## src/rtl/exe_pkg.sv

```systemverilog
// Shared constants for the RV32 execute stage: widths, opcode/funct codes,
// divider state encoding and a two's-complement helper.
package exe_pkg;

  localparam int RDATA_WIDTH = 32;
  localparam int DATA_WIDTH  = 32;
  localparam int RADDR_WIDTH = 5;

  localparam logic [6:0] OPC_OP        = 7'b0110011;
  localparam logic [6:0] OPC_OP_IMM    = 7'b0010011;
  localparam logic [6:0] FUNCT7_MULDIV = 7'b0000001;

  localparam logic [2:0] F3_ADD_SUB = 3'b000;
  localparam logic [2:0] F3_SLL     = 3'b001;
  localparam logic [2:0] F3_SLT     = 3'b010;
  localparam logic [2:0] F3_SLTU    = 3'b011;
  localparam logic [2:0] F3_XOR     = 3'b100;
  localparam logic [2:0] F3_SRL_SRA = 3'b101;
  localparam logic [2:0] F3_OR      = 3'b110;
  localparam logic [2:0] F3_AND     = 3'b111;

  localparam logic [2:0] F3_MUL    = 3'b000;
  localparam logic [2:0] F3_MULH   = 3'b001;
  localparam logic [2:0] F3_MULHSU = 3'b010;
  localparam logic [2:0] F3_MULHU  = 3'b011;
  localparam logic [2:0] F3_DIV    = 3'b100;
  localparam logic [2:0] F3_DIVU   = 3'b101;
  localparam logic [2:0] F3_REM    = 3'b110;
  localparam logic [2:0] F3_REMU   = 3'b111;

  typedef enum logic [1:0] {
    DIV_IDLE = 2'b00,
    DIV_BUSY = 2'b01,
    DIV_DONE = 2'b10
  } div_state_e;

  function automatic logic [RDATA_WIDTH-1:0] negate_if(input logic [RDATA_WIDTH-1:0] v,
                                                       input logic neg);
    if (neg) begin
      return ~v + RDATA_WIDTH'(1);
    end else begin
      return v;
    end
  endfunction

endpackage

```

## src/rtl/exe_div.sv

```systemverilog
// Iterative restoring divider: works on magnitudes, one quotient bit per cycle,
// sign fix-up applied on the DONE-state result.
module exe_div
  import exe_pkg::*;
#(
  parameter int DIV_STEPS = RDATA_WIDTH
) (
  input  logic                   clk_i,
  input  logic                   rst_i,
  input  logic                   start_i,
  input  logic [RDATA_WIDTH-1:0] op1_i,
  input  logic [RDATA_WIDTH-1:0] op2_i,
  input  logic [2:0]             funct3_i,
  input  logic                   flush_i,
  output logic                   busy_o,
  output logic                   done_o,
  output logic [RDATA_WIDTH-1:0] result_o
);

  localparam int CNT_W = $clog2(DIV_STEPS);
  localparam logic [CNT_W-1:0] LAST_STEP = CNT_W'(DIV_STEPS - 1);

  div_state_e             state_q, state_d;
  logic [CNT_W-1:0]       cnt_q, cnt_d;
  logic [RDATA_WIDTH-1:0] quo_q, quo_d, rem_q, rem_d, dvsr_q, dvsr_d;
  logic                   q_neg_q, q_neg_d, r_neg_q, r_neg_d, rem_sel_q, rem_sel_d;
  logic                   is_signed;
  logic [RDATA_WIDTH:0]   rem_shift, trial;

  // Next-state, datapath step and operand capture.
  always_comb begin
    state_d   = state_q;
    cnt_d     = cnt_q;
    quo_d     = quo_q;
    rem_d     = rem_q;
    dvsr_d    = dvsr_q;
    q_neg_d   = q_neg_q;
    r_neg_d   = r_neg_q;
    rem_sel_d = rem_sel_q;
    is_signed = (funct3_i == F3_DIV) || (funct3_i == F3_REM);
    // quo_q doubles as the dividend shift register
    rem_shift = {rem_q, quo_q[RDATA_WIDTH-1]};
    trial     = rem_shift - {1'b0, dvsr_q};
    case (state_q)
      DIV_IDLE: begin
        if (start_i) begin
          quo_d     = negate_if(op1_i, is_signed & op1_i[RDATA_WIDTH-1]);
          dvsr_d    = negate_if(op2_i, is_signed & op2_i[RDATA_WIDTH-1]);
          q_neg_d   = is_signed & (op1_i[RDATA_WIDTH-1] ^ op2_i[RDATA_WIDTH-1]);
          r_neg_d   = is_signed & op1_i[RDATA_WIDTH-1];
          rem_sel_d = (funct3_i == F3_REM) || (funct3_i == F3_REMU);
          cnt_d     = '0;
          rem_d     = '0;
          state_d   = DIV_BUSY;
        end else begin
          state_d = DIV_IDLE;
        end
      end
      DIV_BUSY: begin
        if (flush_i) begin
          state_d = DIV_IDLE;
        end else begin
          if (trial[RDATA_WIDTH]) begin
            rem_d = rem_shift[RDATA_WIDTH-1:0];
            quo_d = {quo_q[RDATA_WIDTH-2:0], 1'b0};
          end else begin
            rem_d = trial[RDATA_WIDTH-1:0];
            quo_d = {quo_q[RDATA_WIDTH-2:0], 1'b1};
          end
          cnt_d = cnt_q + CNT_W'(1);
          if (cnt_q == LAST_STEP) begin
            state_d = DIV_DONE;
          end else begin
            state_d = DIV_BUSY;
          end
        end
      end
      DIV_DONE: state_d = DIV_IDLE;
      default:  state_d = DIV_IDLE;
    endcase
  end

  // State registers.
  always_ff @(posedge clk_i) begin
    if (rst_i) begin
      state_q   <= DIV_IDLE;
      cnt_q     <= '0;
      quo_q     <= '0;
      rem_q     <= '0;
      dvsr_q    <= '0;
      q_neg_q   <= 1'b0;
      r_neg_q   <= 1'b0;
      rem_sel_q <= 1'b0;
    end else begin
      state_q   <= state_d;
      cnt_q     <= cnt_d;
      quo_q     <= quo_d;
      rem_q     <= rem_d;
      dvsr_q    <= dvsr_d;
      q_neg_q   <= q_neg_d;
      r_neg_q   <= r_neg_d;
      rem_sel_q <= rem_sel_d;
    end
  end

  assign busy_o   = (state_q == DIV_BUSY);
  assign done_o   = (state_q == DIV_DONE);
  assign result_o = rem_sel_q ? negate_if(rem_q, r_neg_q) : negate_if(quo_q, q_neg_q);

endmodule

```

## src/rtl/exe.sv

```systemverilog
// RV32IM execute stage: combinational ALU and multiplier, same-cycle divide
// special cases, and the iterative divider for everything else.
module exe
  import exe_pkg::*;
#(
  parameter int DIV_STEPS = RDATA_WIDTH
) (
  input  logic                   clk_i,
  input  logic                   rst_i,
  input  logic [RDATA_WIDTH-1:0] op1_i,
  input  logic [RDATA_WIDTH-1:0] op2_i,
  input  logic [DATA_WIDTH-1:0]  inst_i,
  input  logic                   reg_we_i,
  input  logic [RADDR_WIDTH-1:0] reg_waddr_i,
  input  logic                   flush_i,
  output logic [RDATA_WIDTH-1:0] reg_wdata_o,
  output logic                   reg_we_o,
  output logic [RADDR_WIDTH-1:0] reg_waddr_o,
  output logic                   stall_req_o
);

  logic [6:0]             opcode;
  logic [2:0]             funct3;
  logic                   alt, is_m, is_div, div_rem, div_special, div_by_zero;
  logic                   div_start, div_busy, div_done, mul_sa, mul_sb;
  logic [4:0]             shamt;
  logic [RDATA_WIDTH-1:0] alu_res, mul_res, div_res, special_res, result;
  logic signed [32:0]     mul_a, mul_b;
  logic signed [65:0]     mul_p;
  logic                   unused_bits;

  assign opcode      = inst_i[6:0];
  assign funct3      = inst_i[14:12];
  assign alt         = inst_i[30];
  assign shamt       = op2_i[4:0];
  assign is_m        = (opcode == OPC_OP) && (inst_i[31:25] == FUNCT7_MULDIV);
  assign is_div      = is_m && funct3[2];
  assign div_rem     = (funct3 == F3_REM) || (funct3 == F3_REMU);
  assign div_by_zero = (op2_i == '0);
  assign div_special = div_by_zero ||
                       (((funct3 == F3_DIV) || (funct3 == F3_REM)) &&
                        (op1_i == 32'h8000_0000) && (op2_i == 32'hFFFF_FFFF));
  assign unused_bits = ^{inst_i[24:15], inst_i[11:7], mul_p[65:64]};

  // Integer ALU; opcodes other than OP/OP-IMM fall back to an add.
  always_comb begin
    alu_res = op1_i + op2_i;
    if ((opcode == OPC_OP) || (opcode == OPC_OP_IMM)) begin
      case (funct3)
        F3_ADD_SUB: begin
          if ((opcode == OPC_OP) && alt) alu_res = op1_i - op2_i;
          else                           alu_res = op1_i + op2_i;
        end
        F3_SLL:     alu_res = op1_i << shamt;
        F3_SLT:     alu_res = {31'd0, ($signed(op1_i) < $signed(op2_i))};
        F3_SLTU:    alu_res = {31'd0, (op1_i < op2_i)};
        F3_XOR:     alu_res = op1_i ^ op2_i;
        F3_SRL_SRA: begin
          if (alt) alu_res = $signed(op1_i) >>> shamt;
          else     alu_res = op1_i >> shamt;
        end
        F3_OR:      alu_res = op1_i | op2_i;
        F3_AND:     alu_res = op1_i & op2_i;
        default:    alu_res = op1_i + op2_i;
      endcase
    end else begin
      alu_res = op1_i + op2_i;
    end
  end

  // 33x33 signed multiply with per-operand sign extension chosen by funct3.
  always_comb begin
    mul_sa = 1'b0;
    mul_sb = 1'b0;
    case (funct3)
      F3_MULH:   begin mul_sa = 1'b1; mul_sb = 1'b1; end
      F3_MULHSU: mul_sa = 1'b1;
      F3_MUL, F3_MULHU: mul_sa = 1'b0;
      default:   mul_sa = 1'b0;
    endcase
    mul_a   = {mul_sa & op1_i[31], op1_i};
    mul_b   = {mul_sb & op2_i[31], op2_i};
    mul_p   = mul_a * mul_b;
    mul_res = (funct3 == F3_MUL) ? mul_p[31:0] : mul_p[63:32];
  end

  exe_div #(
    .DIV_STEPS(DIV_STEPS)
  ) u_div (
    .clk_i    (clk_i),
    .rst_i    (rst_i),
    .start_i  (div_start),
    .op1_i    (op1_i),
    .op2_i    (op2_i),
    .funct3_i (funct3),
    .flush_i  (flush_i),
    .busy_o   (div_busy),
    .done_o   (div_done),
    .result_o (div_res)
  );

  // Result select between ALU, multiplier, divide special case and divider.
  always_comb begin
    if (div_by_zero) begin
      if (div_rem) special_res = op1_i;
      else         special_res = 32'hFFFF_FFFF;
    end else begin
      if (div_rem) special_res = 32'h0000_0000;
      else         special_res = 32'h8000_0000;
    end
    result = alu_res;
    if (is_div) begin
      if (div_special) result = special_res;
      else             result = div_res;
    end else if (is_m) begin
      result = mul_res;
    end else begin
      result = alu_res;
    end
  end

  assign div_start   = is_div & ~div_special & ~div_busy & ~div_done & ~flush_i & ~rst_i;
  assign stall_req_o = div_start | (div_busy & ~rst_i);
  assign reg_we_o    = reg_we_i & ~(div_start | div_busy) & ~(div_done & flush_i);
  assign reg_wdata_o = result;
  assign reg_waddr_o = reg_waddr_i;

endmodule

```

## config.mk

```make
export PLATFORM = sky130hd
export DESIGN_NAME = exe
export DESIGN_NICKNAME = d
export VERILOG_FILES = /design/src/rtl/exe_pkg.sv /design/src/rtl/exe_div.sv /design/src/rtl/exe.sv
export SDC_FILE = /design/constraint.sdc
export NUM_CORES = 2
export LEC_CHECK = 0
export CAP_MARGIN = 20
export CELL_PAD_IN_SITES_DETAIL_PLACEMENT = 1
export CELL_PAD_IN_SITES_GLOBAL_PLACEMENT = 1
export CORE_ASPECT_RATIO = 1.2
export CORE_MARGIN = 8
export CORE_UTILIZATION = 25
export CTS_CLUSTER_DIAMETER = 40
export DETAILED_ROUTE_END_ITERATION = 8
export GPL_ROUTABILITY_DRIVEN = 0
export PLACE_DENSITY = 0.45
export SYNTH_ARGS = -nofsm -noshare
export SYNTH_HDL_FRONTEND = slang
export SYNTH_SLANG_ARGS = --single-unit
```

## constraint.sdc

```tcl
create_clock -name clk_i -period 23.9 [get_ports clk_i]
set_input_delay 7.17 -clock clk_i [delete_from_list [all_inputs] [get_ports clk_i]]
set_output_delay 7.17 -clock clk_i [all_outputs]
set_load 0.1 [all_outputs]
```

Word-level counts from Yosys, hierarchy flattened
Index checks and enable logic that the tools add are counted.
- bits in registers: 106
- bits in latches: 0
- RAM bits: 0
- bits in read-only memories: 0
- bits of input ports: 105
- output and inout port bits: 39
- word-level logic and storage cells: 119
- memories: 0
- $add $sub $neg: 8
- $mul: 1
- divide/modulo/power cells: 0
- $lt $le $gt $ge: 2
- equal/unequal tests: 17
- shifts and indexed selects: 3
- multiplexer cells: 33
- bitwise gates (word level): 31
- reductions and logical operators: 16
- operators with widths (kind ; count):
    $mux 32 ; 20
    $pmux 32 s8 ; 1
    $add 32x1->32 const B ; 4
    $not 32->32 ; 4
    $pmux 32 s2 ; 2
    $eq 32x32->1 const B ; 2
    $lt 32x32->1 ; 2
    $mul 33x33->64 ; 1
    $sub 33x32->33 ; 1
    $add 32x32->32 ; 1
    $and 32x32->32 ; 1
    $logic_not 32->1 ; 1
    $or 32x32->32 ; 1
    $shl 32x5->32 ; 1
    $shr 32x5->32 ; 1
    $sshr 32x5->32 ; 1
    $sub 32x32->32 ; 1
    $xor 32x32->32 ; 1
    $and 1x1->1 ; 14
    $eq 3x3->1 const B ; 4
    $mux 5 ; 2
    $pmux 5 s2 ; 1
    $eq 7x1->1 const B ; 1
    $eq 7x5->1 const B ; 1
    22 further kinds ; 42

Longest topological paths before layout
- depth after elaboration: 15
- mapped depth: 34
- gate-level depth less buffers: 31

Hierarchy
Synthesis repeated with hierarchy kept, for this count alone.
- cell total of the unflattened synthesis: 7021
- area, all modules: 56359.1 um^2
- modules (own cells, without submodules) (module ; times used ; cells an instance ; area an instance (um^2) ; seq. area each (um^2)):
    exe ; 1 ; 5825 ; 47600.7 ; 0.0
    exe_div ; 1 ; 1196 ; 8758.4 ; 2122.0

Worst setup path before layout
No wires, ideal clock.
- path kind: input port to output port
- start point: input port op2_i[0]
- end point: output port reg_wdata_o[31]
- arrival time: 18383 ps
- data required time: 16730 ps
- path slack: -1653 ps
- cell stages on the path: 32
- path buffers: 7
- cells stage by stage: buf_2 -> buf_1 -> clkbuf_1 -> clkbuf_1 -> clkbuf_1 -> clkbuf_1 -> nand2_1 -> fa_1 -> fa_1 -> inv_1 -> fa_1 -> fa_1 -> inv_1 -> fa_1 -> inv_1 -> fa_1 -> inv_1 -> fa_1 -> inv_1 -> fa_1 -> ha_1 -> clkbuf_1 -> nand4_1 -> or2_2 -> a211oi_1 -> o21ai_0 -> a2111oi_2 -> nor4_1 -> o21a_1 -> a21oi_1 -> a21oi_1 -> nor4_1
- longest elaborated chain between the ends: 6
- elaborated cells on any way between the ends: 19
- those cells by class: 2 x add/sub; 1 x mul; 1 x eq/ne; 3 x shift; 9 x mux; 3 x reduce/logical
- ends and longest elaborated chain (element ; line ; RTL):
    from (decl) ; exe.sv:11 ; input logic [RDATA_WIDTH-1:0] op2_i,
    branches (longest 5 deep; another with $mul 33x33->64) ; -- ;
    $mux 32 * ; exe.sv:112 ; if (is_div) begin
    to (decl) ; exe.sv:16 ; output logic [RDATA_WIDTH-1:0] reg_wdata_o,
Every way passes the cells marked *.

Worst setup path in the final report
- start point: input port op2_i[10]
- end point: output port reg_wdata_o[29]
- longest elaborated chain between the ends: 6
- elaborated cells on any way between the ends: 15
- those cells by class: 2 x add/sub; 1 x mul; 1 x eq/ne; 8 x mux; 3 x reduce/logical
- ends and longest elaborated chain (element ; line):
    branches (longest 5 deep; another with $mul 33x33->64) ; --
    $mux 32 * ; exe.sv:112
Marked as above.

==> impl_metrics.tcl <==
set metrics [dict create \
    yosys_register_bits 106 \
    period_minus_slack_ps 23530 \
    slowest_delay_ps 550 \
    vias_per_cell 5.11 \
    vias_in_the_first_global_route 56300 \
    dp.cells 10000 \
    start_of_the_worst_register_to_register_path "u_div.quo_q[31]$_SDFFE_PP0P_" \
    unrepaired_setup_endpoints_after_global_routing "no" \
    tightestPinTransition_ps 1130 \
    postSynthCellCount 6952 \
    die-area_um2 240000 \
    timing_worst_setup_path_type "input port to output pin" \
    die_w_um 449 \
    cts-root-to-sink-buffers 2 \
    post-route-worst-setup-slack_ps 372 \
    boundaryPins 144 \
    min-delay-path-class "flop to flop" \
    totalNegativeSetupSlack_ps 0 \
    grt_pass1_wl_um 428000 \
    cts.reportedPaths.clkPinSlew_ps 80 \
    layout.cells.non_filler 10000 \
    crit_path_frequent_cell "fa_1" \
    async_flop_share_pct 0 \
    fin_skew_ps 14.0 \
    synthesis.yosys.warnings 0 \
    post-place-ws_ps 80.8 \
    final_nets 8637 \
    count_of_flip_flops_with_a_built_in_enable_after_synthesis 0 \
    hold_path.startpoint "u_div.dvsr_q[31]$_SDFFE_PP0P_" \
    detailedPlacementHpwl_um 252000 \
    clkSinkCount 106 \
    drc_errors 0 \
    nFillCells 26400 \
    ys.flop_type "dfxtp_1" \
    numCtsBuffers 9 \
    crit_start "op2_i[10]" \
    netlist.area_leader.share_pct 40.2 \
    drt-wirelength-per-cell_um 30.0 \
    finalSetupViolations 0 \
    tritoncts "built" \
    max_freq_mhz 42.5 \
    critical_path.n_buffers_inverters 10 \
    worst_ep_required_time_ps 16730 \
    crit_family "adder cells" \
    routed-via-count 51300 \
    drtPass1Iterations 5 \
    initial_utilization_pct 25.2 \
    cp.arrival_ps 16360 \
    placementRows 190 \
    synthesized_net_count 8533 \
    clk_root_buffer_cell "clkbuf_16" \
    groute.usage.overall_pct 24.5 \
    setup.worst_path.start_class "input port" \
    overflow 0 \
    io_buffer_count 118 \
    worstSkewPairLatency_ps 390 \
    relSlewSlack_pct 24.5 \
    drt.antenna.violating_nets 0 \
    most-common-layout-cells "1316 x inv_1, 1128 x fa_1, 996 x nand2_1" \
    finalHoldWorstSlack_ps 460 \
    chipHeight_um 535 \
    crit_path_max_fanout 8 \
    cts_setup_buffers 0 \
    grt_max_degree 66 \
    synth-seq-area-share_pct 3.78 \
    post_synth_instance_area_um2 56200 \
    layout-drive-gt1-share_pct 9.60 \
    final.period_utilization_pct 98.4 \
    postCtsHoldBufs 0 \
    drv_slew 0 \
    timing.final.hold_violations 0 \
    layout_commonest_cell "inv_1" \
    yosys-top-cells-area "fa_1 40%, inv_1 8.8%, ha_1 7.8%, nand2_1 6.7%, nor2_1 4.2%" \
    post_synth_num_cell_types 90 \
    ctsHtreeMaxLevel 3 \
    drt_wl_total_um 302000 \
    cell_taking_the_most_area_after_synthesis "fa_1" \
    floorplan.core_area_um2 223000 \
    postSynthAreaPerCell_um2 8.08 \
    status "complete, no violations" \
    areaGrowthSynthToFinish_pct 12.7 \
    number_of_antenna_violations_at_the_first_check_in_global_routing 19 \
    dr.first_iter.drc_count 3787 \
    crit_path_max_delay_cell_type "fa_1" \
    cap_viol_max_count 0 \
    worst_setup_end_kind "output pin" \
]
[final cells by class]
cell class	instances	area (µm²)	share of cell area, %
repair buffers	548	4750	7.50
inverters	1346	5060	7.99
well taps	2976	3720	5.88
clock inverters	5	62.6	0.0988
multi-input cells	5045	47300	74.8
flip-flops and latches	106	2120	3.35
diodes	5	12.5	0.0198
clock buffers	11	243	0.383
[metrics by stage]
step	util [%]	instance area (µm²)
after floorplan	-	56300
after detailed placement	28.2	63000
after global routing	28.4	63300
final	28.4	63300
after CTS	28.4	63300
after global placement	28.2	63000
[final timing paths]
| kind | end | slack, ps | cells after the start |
|---|---|---|---|
| setup / recovery | reg_wdata_o[29] | 370 | 30 |
| hold / removal | u_div.dvsr_q[31]$_SDFFE_PP0P_ | 460 | 2 |
| setup reg to reg | u_div.quo_q[0]$_SDFFE_PP0P_ | 18930 | 16 |
| hold reg to reg | u_div.dvsr_q[31]$_SDFFE_PP0P_ | 460 | 2 |
[cell usage after synthesis, types with 39 or more instances]
library cell	n
inv_1	1319
fa_1	1128
nand2_1	996
nor2_1	632
ha_1	348
clkbuf_1	321
a21oi_1	318
o21ai_0	286
xnor2_1	176
dfxtp_1	106
mux2i_1	104
a211oi_1	103
buf_1	96
nor3_1	79
a21o_1	66
xor2_1	62
nand3_1	61
a31oi_1	57
mux4_2	51
o31ai_1	39
[cell families (layout without fill, tap and decap cells)]
logic type | count (synthesis) | in the layout | share of synthesized area [%]
other | 0 | 5 | 0
AO/OA/AOI/OAI | 1179 | 1179 | 13.5
XOR/XNOR | 239 | 239 | 3.74
adder cells (fa/ha/maj) | 1476 | 1476 | 48.0
flip-flops | 106 | 106 | 3.78
multiplexers | 162 | 162 | 4.04
AND/OR/NAND/NOR | 1989 | 1989 | 14.8
buffers and inverters | 1801 | 1910 | 12.2
[worst register-to-register path, cell delays in order, from the launching register on]
cell      delay (ps)
dfxtp_1          330
inv_1            200
ha_1             230
inv_1             60
fa_1             430
a211o_1          300
a21oi_1          320
a21oi_1          160
o21ai_1          340
a21oi_1          180
o32ai_1          620
o21ai_0          170
a21oi_1          390
xnor2_4          150
buf_4            510
nand2_1          240
a221oi_2         260
[registers in the layout, summed over array words and instances (netlist names)]
signal and flops:
u_div.rem_sel_q 1, u_div.cnt_q 5, u_div.q_neg_q 1, u_div.quo_q 32, u_div.dvsr_q 32, u_div.rem_q 32
u_div.r_neg_q 1, u_div.state_q 2
[what timing repair did]
item,4_1_cts,5_1_grt
endpoints found under the setup margin,0,8
hold endpoints to repair,0,0
gates resized for setup,0,5
[routing by layer]
metal  GRT usage (%)  wire length, µm
met5               0               32
met4            12.3            19200
met3            2.83            13500
met2            43.4           148000
met1            29.5           121000
Power is not shown: default switching activity piles up to over one toggle a cycle in this logic, so the estimate is an artifact.
